<file path="src/rtl/mem_pkg.sv">
// +--------------------------------------------------------------------+
// | mem_pkg : shared types and constants for the pipeline memory stage |
// | rev 1.0                                                            |
// +--------------------------------------------------------------------+
`default_nettype none

package mem_pkg;

  typedef enum logic [1:0] {
    IDLE   = 2'd0,
    ACCESS = 2'd1,
    DONE   = 2'd2
  } state_t;

  localparam logic [2:0] F3_B  = 3'b000;
  localparam logic [2:0] F3_H  = 3'b001;
  localparam logic [2:0] F3_W  = 3'b010;
  localparam logic [2:0] F3_BU = 3'b100;
  localparam logic [2:0] F3_HU = 3'b101;

  localparam logic [3:0] BE_NONE = 4'b0000;
  localparam logic [3:0] BE_B0   = 4'b0001;
  localparam logic [3:0] BE_H_LO = 4'b0011;
  localparam logic [3:0] BE_H_HI = 4'b1100;
  localparam logic [3:0] BE_WORD = 4'b1111;

endpackage

`default_nettype wire

</file>
<file path="src/rtl/mem_stage_lsu_align.sv">
// +--------------------------------------------------------------------+
// | lsu_align : store lane steering, byte enables, load formatting and |
// | alignment / funct3 fault detection.  rev 1.0                       |
// +--------------------------------------------------------------------+
`default_nettype none

module lsu_align
  import mem_pkg::*;
#(
  parameter int WIDTH = 32
) (
  input  logic             is_store,
  input  logic [2:0]       funct3,
  input  logic [1:0]       addr_lo,
  input  logic [WIDTH-1:0] store_data,
  input  logic [WIDTH-1:0] load_word,
  output logic [WIDTH-1:0] wdata,
  output logic [3:0]       be,
  output logic [WIDTH-1:0] load_data,
  output logic             fault
);

  logic [WIDTH-1:0] w_byte_shift;
  logic [WIDTH-1:0] w_half_shift;
  logic [7:0]       w_byte;
  logic [15:0]      w_half;

  assign w_byte_shift = load_word >> {addr_lo, 3'b000};
  assign w_half_shift = load_word >> {addr_lo[1], 4'b0000};
  assign w_byte       = w_byte_shift[7:0];
  assign w_half       = w_half_shift[15:0];

  always_comb begin
    wdata     = store_data;
    be        = BE_WORD;
    load_data = '0;
    fault     = 1'b0;
    if (is_store) begin
      // Stores only have B/H/W; any funct3 with bit 2 set is illegal.
      case (funct3)
        F3_B: begin
          be    = BE_B0 << addr_lo;
          wdata = {(WIDTH/8){store_data[7:0]}};
        end
        F3_H: begin
          be    = addr_lo[1] ? BE_H_HI : BE_H_LO;
          wdata = {(WIDTH/16){store_data[15:0]}};
          fault = addr_lo[0];
        end
        F3_W: begin
          be    = BE_WORD;
          fault = |addr_lo;
        end
        default: begin
          be    = BE_NONE;
          fault = 1'b1;
        end
      endcase
    end else begin
      case (funct3)
        F3_B:  load_data = {{(WIDTH-8){w_byte[7]}}, w_byte};
        F3_BU: load_data = {{(WIDTH-8){1'b0}}, w_byte};
        F3_H: begin
          load_data = {{(WIDTH-16){w_half[15]}}, w_half};
          fault     = addr_lo[0];
        end
        F3_HU: begin
          load_data = {{(WIDTH-16){1'b0}}, w_half};
          fault     = addr_lo[0];
        end
        F3_W: begin
          load_data = load_word;
          fault     = |addr_lo;
        end
        default: fault = 1'b1;
      endcase
    end
  end

endmodule

`default_nettype wire

</file>
<file path="src/rtl/mem_stage.sv">
// +--------------------------------------------------------------------+
// | mem_stage : pipeline MEM stage with req/ack data port, timeout and |
// | registered MEM/WB bundle.  rev 1.0                                 |
// +--------------------------------------------------------------------+
`default_nettype none

module mem_stage
  import mem_pkg::*;
#(
  parameter int WIDTH   = 32,
  parameter int TIMEOUT = 255
) (
  input  logic             clk,
  input  logic             reset,
  input  logic             MemRead_i,
  input  logic             MemWrite_i,
  input  logic             MemtoReg_i,
  input  logic             RegWrite_i,
  input  logic [WIDTH-1:0] ALU_Result_i,
  input  logic [WIDTH-1:0] WriteData_i,
  input  logic [WIDTH-1:0] instr_i,
  input  logic [WIDTH-1:0] PC_i,
  output logic             mem_req,
  output logic             mem_we,
  output logic [WIDTH-1:0] mem_addr,
  output logic [WIDTH-1:0] mem_wdata,
  output logic [3:0]       mem_be,
  input  logic [WIDTH-1:0] mem_rdata,
  input  logic             mem_ack,
  output logic             stall,
  output logic             MemtoReg_o,
  output logic             RegWrite_o,
  output logic [WIDTH-1:0] ReadData_o,
  output logic [WIDTH-1:0] ALU_Result_o,
  output logic [WIDTH-1:0] instr_o,
  output logic [WIDTH-1:0] PC_o,
  output logic             misalign_o,
  output logic             timeout_o
);

  localparam int CNT_W = $clog2(TIMEOUT + 1);

  state_t           state_q, state_d;
  logic [CNT_W-1:0] cnt_q, cnt_d;
  logic [CNT_W-1:0] cnt_inc;
  logic [WIDTH-1:0] rdata_q, rdata_d;
  logic             timed_out_q, timed_out_d;

  logic             memtoreg_q, memtoreg_d;
  logic             regwrite_q, regwrite_d;
  logic [WIDTH-1:0] read_data_q, read_data_d;
  logic [WIDTH-1:0] alu_result_q, alu_result_d;
  logic [WIDTH-1:0] instr_q, instr_d;
  logic [WIDTH-1:0] pc_q, pc_d;
  logic             misalign_q, misalign_d;
  logic             timeout_q, timeout_d;

  logic             req_c;
  logic             stall_c;
  logic             mem_op;
  logic             fault;
  logic [WIDTH-1:0] load_data;

  assign mem_op  = MemRead_i | MemWrite_i;
  assign cnt_inc = cnt_q + 1'b1;

  lsu_align #(
    .WIDTH(WIDTH)
  ) u_align (
    .is_store   (MemWrite_i),
    .funct3     (instr_i[14:12]),
    .addr_lo    (ALU_Result_i[1:0]),
    .store_data (WriteData_i),
    .load_word  (mem_rdata),
    .wdata      (mem_wdata),
    .be         (mem_be),
    .load_data  (load_data),
    .fault      (fault)
  );

  assign mem_we   = MemWrite_i;
  assign mem_addr = {ALU_Result_i[WIDTH-1:2], 2'b00};
  assign mem_req  = req_c & reset;
  assign stall    = stall_c & reset;

  always_comb begin
    state_d      = state_q;
    cnt_d        = cnt_q;
    rdata_d      = rdata_q;
    timed_out_d  = timed_out_q;
    req_c        = 1'b0;
    stall_c      = 1'b0;
    memtoreg_d   = MemtoReg_i;
    regwrite_d   = RegWrite_i;
    read_data_d  = '0;
    alu_result_d = ALU_Result_i;
    instr_d      = instr_i;
    pc_d         = PC_i;
    misalign_d   = 1'b0;
    timeout_d    = 1'b0;

    case (state_q)
      IDLE: begin
        cnt_d       = '0;
        rdata_d     = '0;
        timed_out_d = 1'b0;
        if (mem_op && !fault) begin
          req_c        = 1'b1;
          stall_c      = 1'b1;
          state_d      = ACCESS;
          memtoreg_d   = 1'b0;
          regwrite_d   = 1'b0;
          alu_result_d = '0;
          instr_d      = '0;
          pc_d         = '0;
        end else if (mem_op) begin
          regwrite_d = 1'b0;
          misalign_d = 1'b1;
        end
      end
      ACCESS: begin
        req_c        = 1'b1;
        stall_c      = 1'b1;
        memtoreg_d   = 1'b0;
        regwrite_d   = 1'b0;
        alu_result_d = '0;
        instr_d      = '0;
        pc_d         = '0;
        cnt_d        = cnt_inc;
        if (mem_ack) begin
          // A combined read+write request is a store, so no load data.
          rdata_d = MemWrite_i ? '0 : load_data;
          state_d = DONE;
        end else if (cnt_inc == CNT_W'(TIMEOUT)) begin
          timed_out_d = 1'b1;
          state_d     = DONE;
        end
      end
      DONE: begin
        read_data_d = rdata_q;
        regwrite_d  = RegWrite_i & ~timed_out_q;
        timeout_d   = timed_out_q;
        state_d     = IDLE;
      end
      default: state_d = IDLE;
    endcase
  end

  always_ff @(posedge clk) begin
    if (!reset) begin
      state_q      <= IDLE;
      cnt_q        <= '0;
      rdata_q      <= '0;
      timed_out_q  <= 1'b0;
      memtoreg_q   <= 1'b0;
      regwrite_q   <= 1'b0;
      read_data_q  <= '0;
      alu_result_q <= '0;
      instr_q      <= '0;
      pc_q         <= '0;
      misalign_q   <= 1'b0;
      timeout_q    <= 1'b0;
    end else begin
      state_q      <= state_d;
      cnt_q        <= cnt_d;
      rdata_q      <= rdata_d;
      timed_out_q  <= timed_out_d;
      memtoreg_q   <= memtoreg_d;
      regwrite_q   <= regwrite_d;
      read_data_q  <= read_data_d;
      alu_result_q <= alu_result_d;
      instr_q      <= instr_d;
      pc_q         <= pc_d;
      misalign_q   <= misalign_d;
      timeout_q    <= timeout_d;
    end
  end

  assign MemtoReg_o   = memtoreg_q;
  assign RegWrite_o   = regwrite_q;
  assign ReadData_o   = read_data_q;
  assign ALU_Result_o = alu_result_q;
  assign instr_o      = instr_q;
  assign PC_o         = pc_q;
  assign misalign_o   = misalign_q;
  assign timeout_o    = timeout_q;

endmodule

`default_nettype wire

</file>
<file path="config.mk">
export PLATFORM = sky130hd
export DESIGN_NAME = mem_stage
export DESIGN_NICKNAME = d
export VERILOG_FILES = /design/src/rtl/mem_pkg.sv /design/src/rtl/mem_stage_lsu_align.sv /design/src/rtl/mem_stage.sv
export SDC_FILE = /design/constraint.sdc
export NUM_CORES = 1
export LEC_CHECK = 0
export BUFFER_PORTS_ARGS = -buffer_cell sky130_fd_sc_hd__buf_2
export CORE_AREA = 2 2 144 146
export DETAILED_ROUTE_END_ITERATION = 16
export DIE_AREA = 0 0 146 148
export PLACE_DENSITY_LB_ADDON = 0.1
export SYNTH_ARGS = -nofsm -noshare
export SYNTH_HDL_FRONTEND = slang
export SYNTH_SLANG_ARGS = --single-unit
</file>
<file path="constraint.sdc">
create_clock -name clk -period 2 [get_ports clk]
set_input_delay 0.4 -clock clk [delete_from_list [all_inputs] [get_ports clk]]
set_output_delay 0.4 -clock clk [all_outputs]
set_load 0.01 [all_outputs]
</file>
-- After elaboration in Yosys (flattened, before gate mapping)
Index checks and enable logic that the tools add are counted.
- add/subtract/negate cells: 1
- multipliers: 0
- div/mod/pow operators: 0
- order comparisons: 0
- equality and inequality tests: 12
- shift-type cells: 3
- mux-type cells: 34
- bitwise gates (word level): 6
- reduce and logical (&&, ||, !) cells: 13
- operators with widths (operator ; count):
    32-bit one-hot mux with 2 select lines ; 5
    32-bit 2-to-1 mux ; 6
    32-bit one-hot mux with 5 select lines ; 1
    32-bit by 5-bit right shift with 16-bit output ; 1
    32-bit by 5-bit right shift with 8-bit output ; 1
    8-bit one-hot mux with 2 select lines ; 1
    4-bit one-hot mux with 3 select lines ; 1
    1-bit one-hot mux with 3 select lines ; 3
    8-bit by 1-bit adder with 8-bit output (second input constant) ; 1
    8-bit == test (second input constant) ; 1
    1-bit 2-to-1 mux ; 8
    4-bit 2-to-1 mux ; 2
    2-bit inequality test (second input constant) ; 4
    3-bit == test (second input constant) ; 2
    2-bit 2-to-1 mux ; 3
    1-bit one-hot mux with 2 select lines ; 3
    2-bit AND reduction ; 3
    2-bit OR reduction ; 3
    2-bit one-hot mux with 2 select lines ; 1
    1-bit by 2-bit left shift with 4-bit output (first input constant) ; 1
    3-bit by 1-bit == test with 1-bit output (second input constant) ; 1
    3-bit by 2-bit == test with 1-bit output (second input constant) ; 1
    3-bit zero test ; 1
    3-bit inequality test (second input constant) ; 1
    other kinds (11) ; 14
- register bits: 175
- bits in latches: 0
- bits in writable memories: 0
- bits in read-only memories: 0
- logic and storage cells: 81
- memories: 0

-- Depth between registers and ports, before layout
- depth after elaboration: 9
- depth in mapped cells: 9

-- Modules after synthesis
A second synthesis with hierarchy kept.
- cells, all modules: 711
- area, all modules: 6934.2 um^2
- by module, submodules not included (module ; instances ; cells an instance ; area an instance (um^2) ; sequential area each (um^2)):
    mem_stage ; 1 ; 510 ; 5620.4 ; 3503.4
    lsu_align ; 1 ; 201 ; 1313.8 ; 0.0

-- Worst setup path after synthesis
OpenSTA, ideal clock, no wires.
- kind: input -> output
- start point: in instr_i[14]
- end point: out mem_wdata[10]
- data arrival time: 1626 ps
- data required time: 1600 ps
- slack: -26 ps
- stages: 5
- path buffers: 2
- path through: buf_2 nor3b_2 nor2b_1 buf_2 mux2_2
- cells in the longest elaborated chain, start to end: 3
- elaborated cells on any way between the ends: 4
- classes of those cells: 1 x eq/ne; 2 x mux; 1 x reduce/logical
- ends and longest elaborated chain (what ; line ; RTL):
    from (decl) ; mem_stage.sv:21 ; input logic [WIDTH-1:0] instr_i,
    3-bit by 1-bit == test with 1-bit output or 3-bit zero test (tied branches) ; mem_stage_lsu_align.sv:40 ; case (funct3)
    32-bit one-hot mux with 2 select lines * ; mem_stage_lsu_align.sv:40 ;
    32-bit 2-to-1 mux * ; mem_stage_lsu_align.sv:38 ; if (is_store) begin
    to (decl) ; mem_stage.sv:26 ; output logic [WIDTH-1:0] mem_wdata,
Every way passes the cells marked *; elsewhere a longest branch is shown, timed or not.

-- Worst setup path after layout
- start point: in ALU_Result_i[1]
- end point: out mem_be[3]
- cells in the longest elaborated chain, start to end: 3
- elaborated cells on any way between the ends: 4
- classes of those cells: 1 x shift; 3 x mux
- ends and longest elaborated chain (what ; line ; RTL):
    from (decl) ; mem_stage.sv:19 ; input logic [WIDTH-1:0] ALU_Result_i,
    4-bit 2-to-1 mux or 1-bit by 2-bit left shift with 4-bit output (tied branches) ; mem_stage_lsu_align.sv:46, mem_stage_lsu_align.sv:42 ;
    4-bit one-hot mux with 3 select lines * ; mem_stage_lsu_align.sv:40 ;
    4-bit 2-to-1 mux * ; mem_stage_lsu_align.sv:38 ;
    to (decl) ; mem_stage.sv:27 ; output logic [3:0] mem_be,
Marked as above.

==> impl_metrics.yaml <==
timing:
  max_slew_margin: 0.3630
  setup_viol: 0
  fin_ws_ns: 0.04215
  finalCriticalPeriod_ns: 1.958
  finalSetupTns_ns: 0
  final.period_utilization: 0.9789
  skew_ns: 0.01036
  rsz0062_at_grt: "yes"
  timing.fmax_mhz: 510.8
  whs_ns: 0.1884
  worst_pin_slew_ns: 0.9503
  hold_violations: 0
  drv_slew: 0
final_layout:
  layout.nets: 1160
  register_area_mm2: 0.003505
  drive_gt1_frac: 0.4671
  antennaDiodeCount: 0
  stdcell_area_mm2: 0.009180
  multi_input_area_mm2: 0.002579
  syn2layout_area_growth_pct: 38.07
  fillers: 2042
yosys:
  synth_top_area_share: 0.5269
  ys_types: 48
  syn_area_mm2: 0.006649
  yosysWarnings: 0
  synth_area_per_cell_um2: 9.983
  async_reset_ff_frac: 0
  synth-seq-cells: 175
  synth_top_area_cell: "dfxtp_1"
  synthFlopType: "dfxtp_1"
  yosysSeqAreaShare: 0.5269
  synth_edf_count: 0
  synth_cells: 666
  yosys-top-cells-area: "dfxtp_1 (53%), and3_1 (9.4%), buf_4 (4.7%)"
detailed_routing:
  route.vias.total: 5834
  wl_um: 20560
  ant_nets: 0
  drt-pass1-iter-count: 5
  viasPerCell: 4.579
  drc: 0
  drt_iter0_markers: 315
  wl_per_cell_um: 16.13
cts:
  clkSinkCount: 175
  cts_buffer_depth: 2
  clock-root-buffer: "clkbuf_16"
  h-tree-depth: 4
  hold_buffers: 0
  insertion_delay_ns: 0.43
  cts_tree: "built"
  clk_pin_slew_ns: 0.07
  cts-buffers-inserted: 17
floorplanning:
  initial_core_util: 0.3318
  core_mm2: 0.02004
  die_x_um: 146
  die_h_um: 148
  io_pins: 370
  dieArea_mm2: 0.02161
  rows: 52
power:
  ir_worst_vdd_uv: 562.2
  p_leak_nw: 4.705
  power.density_mw_per_mm2: 869.7
  total_power_mw: 7.984
setup_path:
  end_kind: "output port"
  cp-start-kind: "primary input"
  timing.critical_path.mode_cell: "buf_2"
  r2r_start: "state_q[0]$_SDFFE_PN0P_"
  cp.required_ns: 1.60
  slowest_stage: "o21a_1"
  max_stage_delay_ns: 0.24
  cp_cell_sequence: "buf_2, buf_12, clkinv_1, o21a_1, o21ai_0, buf_2"
  critPathMaxFanout: 7
  worstPathArrival_ns: 1.56
  crit_type: "in -> out"
  cp-startpoint: "ALU_Result_i[1]"
placement:
  pre_cts_slack_ns: -0.03621
  dpl-instance-area_mm2: 0.008581
  place_congestion: 0.7900
  io_buffers: 367
  dpl.hpwl_um: 15530
grt:
  grt_max_degree: 86
  grt_pass1_wl_um: 31360
  grt_pass1_vias: 5565
  grt_usage: 0.1863
  antenna_found_initial: 1
  gr-total-overflow: 0
outcome:
  status: "completed"
worst_hold_path:
  hold_class: "in -> reg"
  hold_path_startpoint: "PC_i[14]"
job:
  maxCapViolations: 0
cell usage after synthesis (8+ instances only):
cell and count:
dfxtp_1 175, and3_1 100, buf_4 42, nand2_1 42, and2_1 40, a21oi_1 36, clkbuf_1 26, o21ai_1 24
mux2_2 21, o21ai_0 18, nor2_1 17, buf_2 11, mux2i_1 11, nor2b_1 11, a221oi_1 8
layout by cell type, fill, tap and decap left out, types with 7 or more instances in the layout:
cell       count
a21o_1         7
a21oi_1       36
a221oi_1       8
and2_1        40
and3_1       100
buf_12         7
buf_2        367
buf_4         23
clkbuf_16     17
dfxtp_1      174
mux2_2        21
mux2i_1       11
nand2_1       42
nor2_1        16
nor2b_1       10
nor3_1         7
o21ai_0       18
o21ai_1       24
worst max-delay path, delay by kind of cell:
family,cells,cell delay (ns)
AOI/OAI and AO/OA,2,0.46
buffers and inverters,4,0.69
cell families (layout without fill, tap and decap cells):
logic type	Yosys count	count (layout)	share of synthesized area
buf+inv	97	434	0.08844
flops	175	175	0.5269
simple gates	237	237	0.2040
other cells	1	2	0.0005640
fa+ha+maj	2	2	0.003763
xor+xnor	1	1	0.001318
mux	36	36	0.06568
compound gates	117	117	0.1093
final cells by class:
class | instances | share of cell area
multi-input cells | 395 | 0.2809
clock buffers | 18 | 0.04784
inverters | 4 | 0.001636
flip-flops and latches | 175 | 0.3818
well taps | 270 | 0.03680
repair buffers | 398 | 0.2354
clock inverters | 14 | 0.01567
flip-flops by register name (all words and copies together) (netlist names), 2 cells and up:
register      count
instr_o          32
ReadData_o       32
PC_o             32
rdata_q          32
cnt_q             8
ALU_Result_o     32
state_q           2
path summary, 6_finish.rpt:
kind                                            endpoint  slack (ns)  cells past startpoint
worst max-delay path                           mem_be[3]        0.04                      6
worst min register to register  rdata_q[22]$_SDFFE_PN0P_        0.44                      2
worst min-delay path                 PC_o[14]$_SDFF_PN0_        0.19                      2
worst max register to register   rdata_q[0]$_SDFFE_PN0P_        0.24                      5
stage by stage:
step                instances    util
CTS                      1274  0.4574
global route             1274  0.4581
global placement         1242  0.4282
finish                   1274  0.4581
detailed placement       1242  0.4282
floorplan                 667       -
power by group:
group | switching, mW | internal, mW
clock | 1.53 | 1.69
sequential | 0.0368 | 3.63
combinational | 0.590 | 0.506
timing repair:
item | CTS | global route
resized for setup | 1 | 4
buffers inserted | 0 | 0
endpoints found under the setup margin | 2 | 15
pin swaps | 0 | 0
layer usage:
layer  GRT usage  routed length [µm]
met4     0.05680                 375
met1      0.2347                9079
met2      0.3151                9906
met5           0                  13
met3     0.04753                1180
Power figures use the tool's default switching activity.
